**config.mk**
```make
export PLATFORM = sky130hd
export DESIGN_NAME = uart_tx_arbiter
export DESIGN_NICKNAME = d
export VERILOG_FILES = /design/src/rtl/uart_tx_arbiter.sv
export SDC_FILE = /design/constraint.sdc
export NUM_CORES = 1
export LEC_CHECK = 0
export BUFFER_PORTS_ARGS = -buffer_cell sky130_fd_sc_hd__buf_2
export CORE_MARGIN = 4
export CORE_UTILIZATION = 44
export CTS_CLUSTER_DIAMETER = 40
export DETAILED_ROUTE_END_ITERATION = 7
export PLACE_DENSITY = 0.75
export SYNTH_ARGS = -nofsm -noshare
export SYNTH_HDL_FRONTEND = slang
export SYNTH_SLANG_ARGS = --single-unit
```
**constraint.sdc**
```tcl
create_clock -name clk -period 2.3 [get_ports clk]
set_clock_uncertainty 0.2 [all_clocks]
set_input_delay 0.46 -clock clk [delete_from_list [all_inputs] [get_ports clk]]
set_output_delay 0.46 -clock clk [all_outputs]
set_load 0.02 [all_outputs]
```
**src/rtl/uart_tx_arbiter.sv**
```systemverilog
// Round-robin arbiter feeding one shared UART transmitter (IDLE -> LOAD -> WAIT).
// Optional WAIT watchdog enabled by defining UART_TX_ARB_TIMEOUT_EN.
module uart_tx_arbiter #(
  parameter int NUM_REQ     = 4,
  parameter int DATA_W      = 8,
  parameter int TIMEOUT_CYC = 100000
) (
  input  logic                      clk,
  input  logic                      rst,
  input  logic [NUM_REQ-1:0]        req,
  input  logic [NUM_REQ*DATA_W-1:0] data_in,
  output logic [NUM_REQ-1:0]        gnt,
  output logic                      tx_load,
  output logic [DATA_W-1:0]         tx_data,
  input  logic                      tx_done,
  output logic                      busy,
  output logic [2:0]                cur_id,
  output logic                      timeout_err
);

  localparam int unsigned NR = NUM_REQ;

  typedef enum logic [1:0] {IDLE, LOAD, WAIT} state_t;

  state_t            state, state_nx;
  logic [2:0]        last_winner;
  logic [2:0]        win_id;
  logic              win_found;
  logic [2:0]        idx;
  logic [7:0]        req_ext;
  logic [DATA_W-1:0] bytes [8];

  always_comb begin
    for (int unsigned i = 0; i < 8; i++) begin
      bytes[i] = '0;
    end
    for (int unsigned i = 0; i < NR; i++) begin
      bytes[i] = data_in[i*DATA_W +: DATA_W];
    end
  end

  // Offsets 1..NR: the last offset revisits last_winner, so a lone requester always wins.
  always_comb begin
    req_ext   = 8'(req);
    win_id    = '0;
    win_found = 1'b0;
    idx       = '0;
    for (int unsigned i = 1; i <= NR; i++) begin
      idx = 3'((int'(last_winner) + int'(i)) % NUM_REQ);
      if (!win_found && req_ext[idx]) begin
        win_found = 1'b1;
        win_id    = idx;
      end
    end
  end

`ifdef UART_TX_ARB_TIMEOUT_EN
  localparam int CNT_W = (TIMEOUT_CYC > 1) ? $clog2(TIMEOUT_CYC) : 1;

  logic [CNT_W-1:0] wdog;
  logic             wdog_hit;

  assign wdog_hit = (wdog == CNT_W'(TIMEOUT_CYC - 1));

  always_ff @(posedge clk or posedge rst) begin
    if (rst) begin
      wdog <= '0;
    end else if (state == LOAD) begin
      wdog <= '0;
    end else if (state == WAIT) begin
      wdog <= wdog + 1'b1;
    end
  end
`endif

  always_comb begin
    state_nx    = state;
    gnt         = '0;
    tx_load     = 1'b0;
    timeout_err = 1'b0;
    unique case (state)
      IDLE: begin
        if (win_found) state_nx = LOAD;
      end
      LOAD: begin
        tx_load  = 1'b1;
        gnt      = NUM_REQ'(1) << cur_id;
        state_nx = WAIT;
      end
      WAIT: begin
        if (tx_done) begin
          state_nx = IDLE;
`ifdef UART_TX_ARB_TIMEOUT_EN
        end else if (wdog_hit) begin
          timeout_err = 1'b1;
          state_nx    = IDLE;
`endif
        end
      end
      default: state_nx = IDLE;
    endcase
  end

  assign busy = (state != IDLE);

  always_ff @(posedge clk or posedge rst) begin
    if (rst) begin
      state       <= IDLE;
      last_winner <= 3'(NUM_REQ - 1);
      tx_data     <= '0;
      cur_id      <= '0;
    end else begin
      state <= state_nx;
      if (state == IDLE && win_found) begin
        tx_data     <= bytes[win_id];
        cur_id      <= win_id;
        last_winner <= win_id;
      end
    end
  end

endmodule

```
==> flow_metrics.tcl, run 1 <==
set metrics [dict create \
    finalMaxSlewViolations 0 \
    status "complete, no violations" \
    cts_buffer_depth 2 \
    grtUsageTotal 0.167 \
    synth_edf_count 0 \
    synth_area_per_cell_sq_um 9.74 \
    vias_per_cell 5.17 \
    cts_made_buffers 3 \
    p_total_w 0.00171 \
    antenna_left 0 \
    die_y_microns 57.3 \
    rr_worst_depth 5 \
    cpMaxStageDelayCell "a311o_1" \
    worstPathArrival_ns 2.12 \
    hpwlAfterDp_microns 2090 \
    setup_violations 0 \
    area_growth_pct 28.0 \
    dr_total_vias 992 \
    post-place-cells 188 \
    placed_area_sq_um 1340 \
    synth_top_area_cell "dfrtp_1" \
    synth.top_cell.area_share 0.280 \
    final_cell_mix "54 x buf_2, 17 x mux2i_1, 13 x nand2_1, 12 x dfrtp_1, 9 x nor3b_2" \
    final_hold_viol_count 0 \
    post_synth_instance_area_sq_um 1070 \
    relSlewSlack 0.439 \
    grt_pass1_wl_microns 4310 \
    die_area_sq_um 3290 \
    postSynthCellCount 110 \
    crit_required_ns 2.30 \
    crit_fanout 17 \
    worstMarginPinSlew_ns 0.841 \
    grt_overflow 0 \
    cts_resized 0 \
    final.setup.tns_ns 0 \
    first_pass_iters 2 \
    rsz0062_at_grt "false" \
    irDropWorstVdd_v 0.000634 \
    cp_slowest_stage_delay_ns 0.63 \
    clock_latency_ns 0.28 \
    start_kind "flip-flop" \
    routabilityCongestion 0.784 \
    avgRoutedWirePerCell_microns 13.4 \
    core_sq_um 2250 \
    grt_max_degree 18 \
    hold_buffers 0 \
    netlist-cell-type-count 30 \
    grt_pass1_vias 1049 \
    design_area_sq_um 1370 \
    num_rows 17 \
    h-tree-depth 1 \
    crit_chain "nand2_1 > a311o_1 > nor3b_1 > mux2i_1 > o211ai_1" \
    portBuffers 54 \
    fin_nets 204 \
    drc 0 \
    final_common_cell "buf_2" \
    critPathKind "reg -> reg" \
    drt_wl_total_microns 2580 \
    p_per_area_nw_per_um2 1250 \
    start_util 0.475 \
    async_flop_share 1.00 \
    min_path_type "in -> async" \
    synthTopCellsByArea "dfrtp_1 28%, mux2i_1 16%, nor3b_2 11%, o211ai_1 5.6%, dfstp_2 4.9%" \
    cts_tree "built" \
    cts_setup_buffers 0 \
    cts_sinks 14 \
    synthFlopType "dfrtp_1" \
    final_cells 192 \
    ys_ff_latch 14 \
    cts_root_buf "clkbuf_4" \
    drive_above_1_share 0.457 \
    finalCritPeriodShare 0.922 \
    n_antenna_cell 0 \
    yosysSeqAreaShare 0.329 \
    max_cap_viol_count 0 \
    clkTransAtPathRegs_ns 0.09 \
    antenna_found_initial 0 \
    io_pins 57 \
    drtIter0Drc 18 \
    p_leak_nw 0.716 \
    crit_path_end_kind "flip-flop" \
    fp.dieW_microns 57.3 \
    ys_warn_count 0 \
    clock.fmax_ghz 0.472 \
    period_needed_ns 2.12 \
]
-- power breakdown --
group / internal (W) / leakage (nW) / switching [W] / total [W]
combinational: 0.000429 / 0.528 / 0.000624 / 0.00105
sequential: 0.000387 / 0.167 / 0.0000907 / 0.000477
clock: 0.0000963 / 0.0210 / 0.0000832 / 0.000179
total: 0.000912 / 0.716 / 0.000798 / 0.00171
-- area by class of cell --
type	count	area, sq um
Fill cell	217	883
Sequential cell	14	353
Tap cell	28	35.0
Inverter	5	18.8
Clock buffer	4	36.3
Multi-Input combinational cell	83	616
Timing Repair Buffer	58	313
-- final timing paths --
check | slack (ns) | from | to
max reg2reg | 0.18 | last_winner[1] | tx_data[6]
max in group asynchronous | 1.53 | rst | last_winner[1]
min in group clk | 0.22 | tx_done | state[1]
max | 0.18 | last_winner[1] | tx_data[6]
min reg2reg | 0.30 | tx_data[7] | tx_data[7]
min | 0.004 | rst | tx_data[0]
-- synth_stat cells, types with 3 or more instances --
library cell / number
mux2i_1: 17
nand2_1: 13
dfrtp_1: 12
nor3b_2: 9
o211ai_1: 8
nor3b_1: 7
nor2_1: 6
inv_1: 5
a21o_1: 3
buf_6: 3
nand2b_1: 3
-- kinds of logic after synthesis --
| group | Yosys count | synth area share |
|---|---|---|
| simple gates | 44 | 0.270 |
| flops | 14 | 0.329 |
| other cells | 1 | 0.00350 |
| compound gates | 20 | 0.139 |
| mux | 17 | 0.159 |
| buf+inv | 14 | 0.0993 |
-- registers in the layout, indices dropped and copies added, names as in the netlist --
| register | cells |
|---|---|
| tx_data | 8 |
| cur_id | 2 |
| last_winner | 2 |
| state | 2 |
-- critical path, delay by kind of cell, from the launching register on --
family	cells	cell delay (ns)
AND/OR/NAND/NOR	2	0.41
flip-flops	1	0.61
multiplexers	1	0.11
AO/OA/AOI/OAI	2	0.73
-- per-stage QoR --
step / util / setup WS, ns / hold slack (ns)
CTS: 0.608 / 0.167 / 0.0154
global route: 0.608 / 0.00162 / 0.0364
detailed placement: 0.592 / 0.0594 / 0.289
global placement: 0.592 / 0.136 / 0.268
finish: 0.608 / 0.179 / 0.00379
floorplan: - / 0.379 / 0.148
-- per-layer routing --
layer | global-route usage | share of wire | up-vias
li1 | - | - | 491
met1 | 0.194 | 0.42 | 461
met2 | 0.289 | 0.50 | 34
met3 | 0.0339 | 0.067 | 6
met4 | 0.0828 | 0.013 | 0
met5 | 0 | 0 | -
Note: power is estimated with default switching activity, not from simulation.
==> run 2: changes to the inputs <==
- CORE_UTILIZATION: 44 -> 45
- PLACE_DENSITY: 0.75 -> 0.76
- clock period: 2.3 -> 2.5 ns (I/O delays scaled with it)
==> flow_metrics.tcl, run 2 (same netlist as run 1, synthesis figures left out) <==
set metrics [dict create \
    hold-worst-slack_ns 0.0501 \
    antenna_found_initial 0 \
    relSlewSlack 0.449 \
    critPathKind "reg -> reg" \
    rr_worst_depth 5 \
    start_util 0.480 \
    drive_above_1_share 0.457 \
    clkTransAtPathRegs_ns 0.08 \
    worstMarginPinSlew_ns 0.826 \
    drc 0 \
    final_cell_mix "54 x buf_2, 17 x mux2i_1, 13 x nand2_1, 12 x dfrtp_1, 9 x nor3b_2" \
    worst-path-buf-inv 0 \
    clock.fmax_ghz 0.469 \
    crit_path_end_kind "flip-flop" \
    crit_chain "nand2_1 > a311o_1 > nor3b_1 > mux2i_1 > o211ai_1" \
    crit_required_ns 2.49 \
    h-tree-depth 1 \
    vias_per_cell 5.17 \
    cp_slowest_stage_delay_ns 0.62 \
    worstPathArrival_ns 2.12 \
    hold_buffers 0 \
    r2r_start "last_winner[1]" \
    crit_fanout 17 \
    final_common_cell "buf_2" \
    r2r-end "tx_data[5]" \
    cts_resized 0 \
    die_y_microns 56.8 \
    p_leak_nw 0.709 \
    cts_made_buffers 3 \
    grt_max_degree 18 \
    avgRoutedWirePerCell_microns 13.1 \
    core_sq_um 2230 \
    cpMaxStageDelayCell "a311o_1" \
    clock_latency_ns 0.27 \
    cts_tree "built" \
    final_hold_viol_count 0 \
    max_cap_viol_count 0 \
    top_register "tx_data" \
    final_cells 192 \
    n_fill_cell 188 \
    cts_buffer_depth 2 \
    first_pass_iters 4 \
    setup_violations 0 \
    antenna_left 0 \
    largest_reg_flops 8 \
    finalMaxSlewViolations 0 \
    cts_setup_buffers 0 \
    start_kind "flip-flop" \
    grt_overflow 0 \
    fin_nets 205 \
    dr_total_vias 993 \
    rsz0062_at_grt "false" \
    die_area_sq_um 3220 \
    io_pins 57 \
    routabilityCongestion 0.756 \
    period_needed_ns 2.13 \
    hpwlAfterDp_microns 2070 \
    n_antenna_cell 0 \
    drt_wl_total_microns 2510 \
    grt_pass1_wl_microns 4160 \
    cts_root_buf "clkbuf_4" \
    rrSetupSlack_ns 0.37 \
    multiInputGateArea_sq_um 616 \
    grt_pass1_vias 985 \
    irDropWorstVdd_v 0.000600 \
    portBuffers 54 \
    final.setup.tns_ns 0 \
    drtIter0Drc 12 \
    critPathCapture "tx_data[5]" \
    min_path_type "in -> async" \
    status "complete, no violations" \
    fp.dieW_microns 56.8 \
    cts_sinks 14 \
    finalCritPeriodShare 0.853 \
    crit_family "compound AO/OA/AOI/OAI gates" \
    setup_ws_ns 0.367 \
    seq_area_sq_um 353 \
    num_rows 17 \
    p_per_area_nw_per_um2 1130 \
    area_growth_pct 26.3 \
    cp.depth 5 \
    post-place-cells 189 \
    place_ws_ns 0.220 \
    grtUsageTotal 0.162 \
    crit_start "last_winner[1]" \
]
==> run 2: how the worst min path moves through the flow <==
stage	startpoint	to	slack (ns)
final	rst	tx_data[5]	0.05
after global routing	rst	tx_data[7]	0.1
after CTS	rst	tx_data[2]	0.07
after detailed placement	state[1]	state[1]	0.28
after global placement	state[1]	state[1]	0.27
after floorplan	rst	cur_id[0]	0.19
==> run 2: final cells by class <==
type                    count  share of cell area
multi-input cells          83               0.455
flip-flops and latches     14               0.261
repair buffers             59               0.228
well taps                  28              0.0259
clock buffers               3              0.0167
inverters                   5              0.0139
==> run 2: routing by layer <==
metal | vias to the layer above | GRT usage | routed length, microns
met5 | - | 0 | 0
met4 | 0 | 0.0762 | 38
met3 | 4 | 0.0322 | 157
met2 | 35 | 0.282 | 1300
met1 | 460 | 0.189 | 1020
li1 | 494 | - | -
==> run 2: power by group <==
group / internal, W / leakage, nW / total, W / switching [W]
combinational: 0.000387 / 0.528 / 0.000960 / 0.000574
sequential: 0.000356 / 0.167 / 0.000437 / 0.0000817
clock: 0.0000558 / 0.0138 / 0.000126 / 0.0000706
total: 0.000798 / 0.709 / 0.00152 / 0.000726
==> run 2: stage by stage <==
| step | area [sq um] | utilization | power, W |
|---|---|---|---|
| finish | 1350 | 0.606 | 0.00152 |
| global route | 1350 | 0.606 | 0.00165 |
| CTS | 1350 | 0.606 | 0.00154 |
| detailed placement | 1330 | 0.596 | 0.00141 |
| global placement | 1330 | 0.596 | 0.00138 |
| floorplan | 1070 | - | 0.00120 |
==> run 2: worst reg2reg max path, cell delays in order, from the launching register on <==
cell and delay (ns):
dfstp_2 0.61, nand2_1 0.09, a311o_1 0.62, nor3b_1 0.31
mux2i_1 0.11, o211ai_1 0.11
==> run 3: changes to the inputs <==
- CTS_BUF_LIST: default -> sky130_fd_sc_hd__clkbuf_2
==> flow_metrics.tcl, run 3 (same netlist as run 1, synthesis figures left out) <==
set metrics [dict create \
    drt_wl_total_microns 2540 \
    period_needed_ns 2.14 \
    max_cap_viol_count 0 \
    antenna_left 0 \
    antenna_found_initial 0 \
    min_path_type "in -> async" \
    crit_required_ns 2.49 \
    cts_sinks 14 \
    dr_total_vias 1001 \
    final.setup.tns_ns 0 \
    portBuffers 54 \
    finish.utilization 0.602 \
    worst-path-buf-inv 0 \
    start_kind "flip-flop" \
    final_cells 192 \
    rrSetupSlack_ns 0.36 \
    crit_path_end_kind "flip-flop" \
    start_util 0.480 \
    seqPwrFrac 0.291 \
    grt_overflow 0 \
    cts_root_buf "clkbuf_2" \
    worstPathArrival_ns 2.14 \
    num_rows 17 \
    grt_max_degree 18 \
    n_fill_cell 193 \
    fin_nets 205 \
    cp_slowest_stage_delay_ns 0.62 \
    crit_fanout 17 \
    power.internal_w 0.000774 \
    cts_setup_buffers 0 \
    cts_buffer_depth 2 \
    switching_power_w 0.000728 \
    h-tree-depth 1 \
    finalMaxSlewViolations 0 \
    hold-worst-slack_ns 0.0399 \
    cts_resized 0 \
    status "complete, no violations" \
    rr_worst_depth 5 \
    irDropWorstVdd_v 0.000600 \
    drive_above_1_share 0.457 \
    largest_reg_flops 8 \
    vias_per_cell 5.21 \
    fp.dieW_microns 56.8 \
    io_pins 57 \
    first_pass_iters 4 \
    crit_family "compound AO/OA/AOI/OAI gates" \
    cts_made_buffers 3 \
    final_common_cell "buf_2" \
    setup_violations 0 \
    p_leak_nw 0.708 \
    final_cell_mix "54 x buf_2, 17 x mux2i_1, 13 x nand2_1, 12 x dfrtp_1, 9 x nor3b_2" \
    swShare 0.485 \
    design_area_sq_um 1350 \
    top_register "tx_data" \
    cts_tree "built" \
    r2r_start "last_winner[1]" \
    grt_pass1_wl_microns 4180 \
    die_area_sq_um 3220 \
    clock_latency_ns 0.27 \
    grtUsageTotal 0.162 \
    die_y_microns 56.8 \
    placed_area_sq_um 1330 \
    drtIter0Drc 15 \
    p_per_area_nw_per_um2 1120 \
    cpMaxStageDelayCell "dfstp_2" \
    hold_buffers 0 \
    relSlewSlack 0.453 \
    power_frac_comb 0.641 \
    routabilityCongestion 0.756 \
    hpwlAfterDp_microns 2070 \
    p_clk_frac 0.069 \
    critPathKind "reg -> reg" \
    n_antenna_cell 0 \
    core_sq_um 2230 \
    avgRoutedWirePerCell_microns 13.3 \
    area_growth_pct 25.6 \
    worstMarginPinSlew_ns 0.821 \
    crit_chain "nand2_1 > a311o_1 > nor3b_1 > mux2i_1 > o211ai_1" \
    finalCritPeriodShare 0.858 \
    drc 0 \
    post-place-cells 189 \
    rsz0062_at_grt "false" \
    clkTransAtPathRegs_ns 0.13 \
    clock.fmax_ghz 0.466 \
    grt_pass1_vias 986 \
    final_hold_viol_count 0 \
    r2r-end "tx_data[5]" \
]
-- run 3: worst reg2reg max path: cells and delay by family, from the launching register on --
family	cells	cell delay, ns
compound gates	2	0.73
mux	1	0.11
simple gates	2	0.40
flops	1	0.62
-- run 3: cell type report --
cell class,count,area [sq um],area share
Clock buffer,3,15.0,0.0112
Inverter,5,18.8,0.0140
Multi-Input combinational cell,83,616,0.458
Sequential cell,14,353,0.262
Tap cell,28,35.0,0.0260
Timing Repair Buffer,59,308,0.229
-- run 3: how the worst max path moves through the flow --
stage | startpoint | to | slack, ns | cells after the start
CTS | last_winner[1] | tx_data[5] | 0.34 | 5
finish | last_winner[1] | tx_data[5] | 0.36 | 5
floorplan | last_winner[1] | tx_data[0] | 0.58 | 8
detailed placement | req[3] | tx_data[6] | 0.22 | 6
global placement | req[3] | tx_data[5] | 0.31 | 6
global route | last_winner[1] | tx_data[1] | 0.23 | 5
-- run 3: metrics by stage --
step           setup slack, ns  power, W
6_report                 0.356   0.00150
5_1_grt                  0.228   0.00163
4_1_cts                  0.340   0.00152
3_5_place_dp             0.220   0.00141
3_3_place_gp             0.311   0.00138
2_1_floorplan            0.579   0.00120
-- run 3: power groups by stage --
stage	Sequential (W)	Clock [W]	Combinational [W]
final	0.000437	0.000103	0.000962
after global routing	0.000457	0.000119	0.00106
after CTS	0.000437	0.000107	0.000975
after detailed placement	0.000442	0	0.000969
after global placement	0.000436	0	0.000943
after floorplan	0.000520	0	0.000678
-- run 3: per-layer routing --
| metal | GRT usage | part of all wire |
|---|---|---|
| met1 | 0.189 | 0.39 |
| met3 | 0.0322 | 0.068 |
| met4 | 0.0563 | 0.0079 |
| met2 | 0.292 | 0.53 |
| met5 | 0 | 0 |
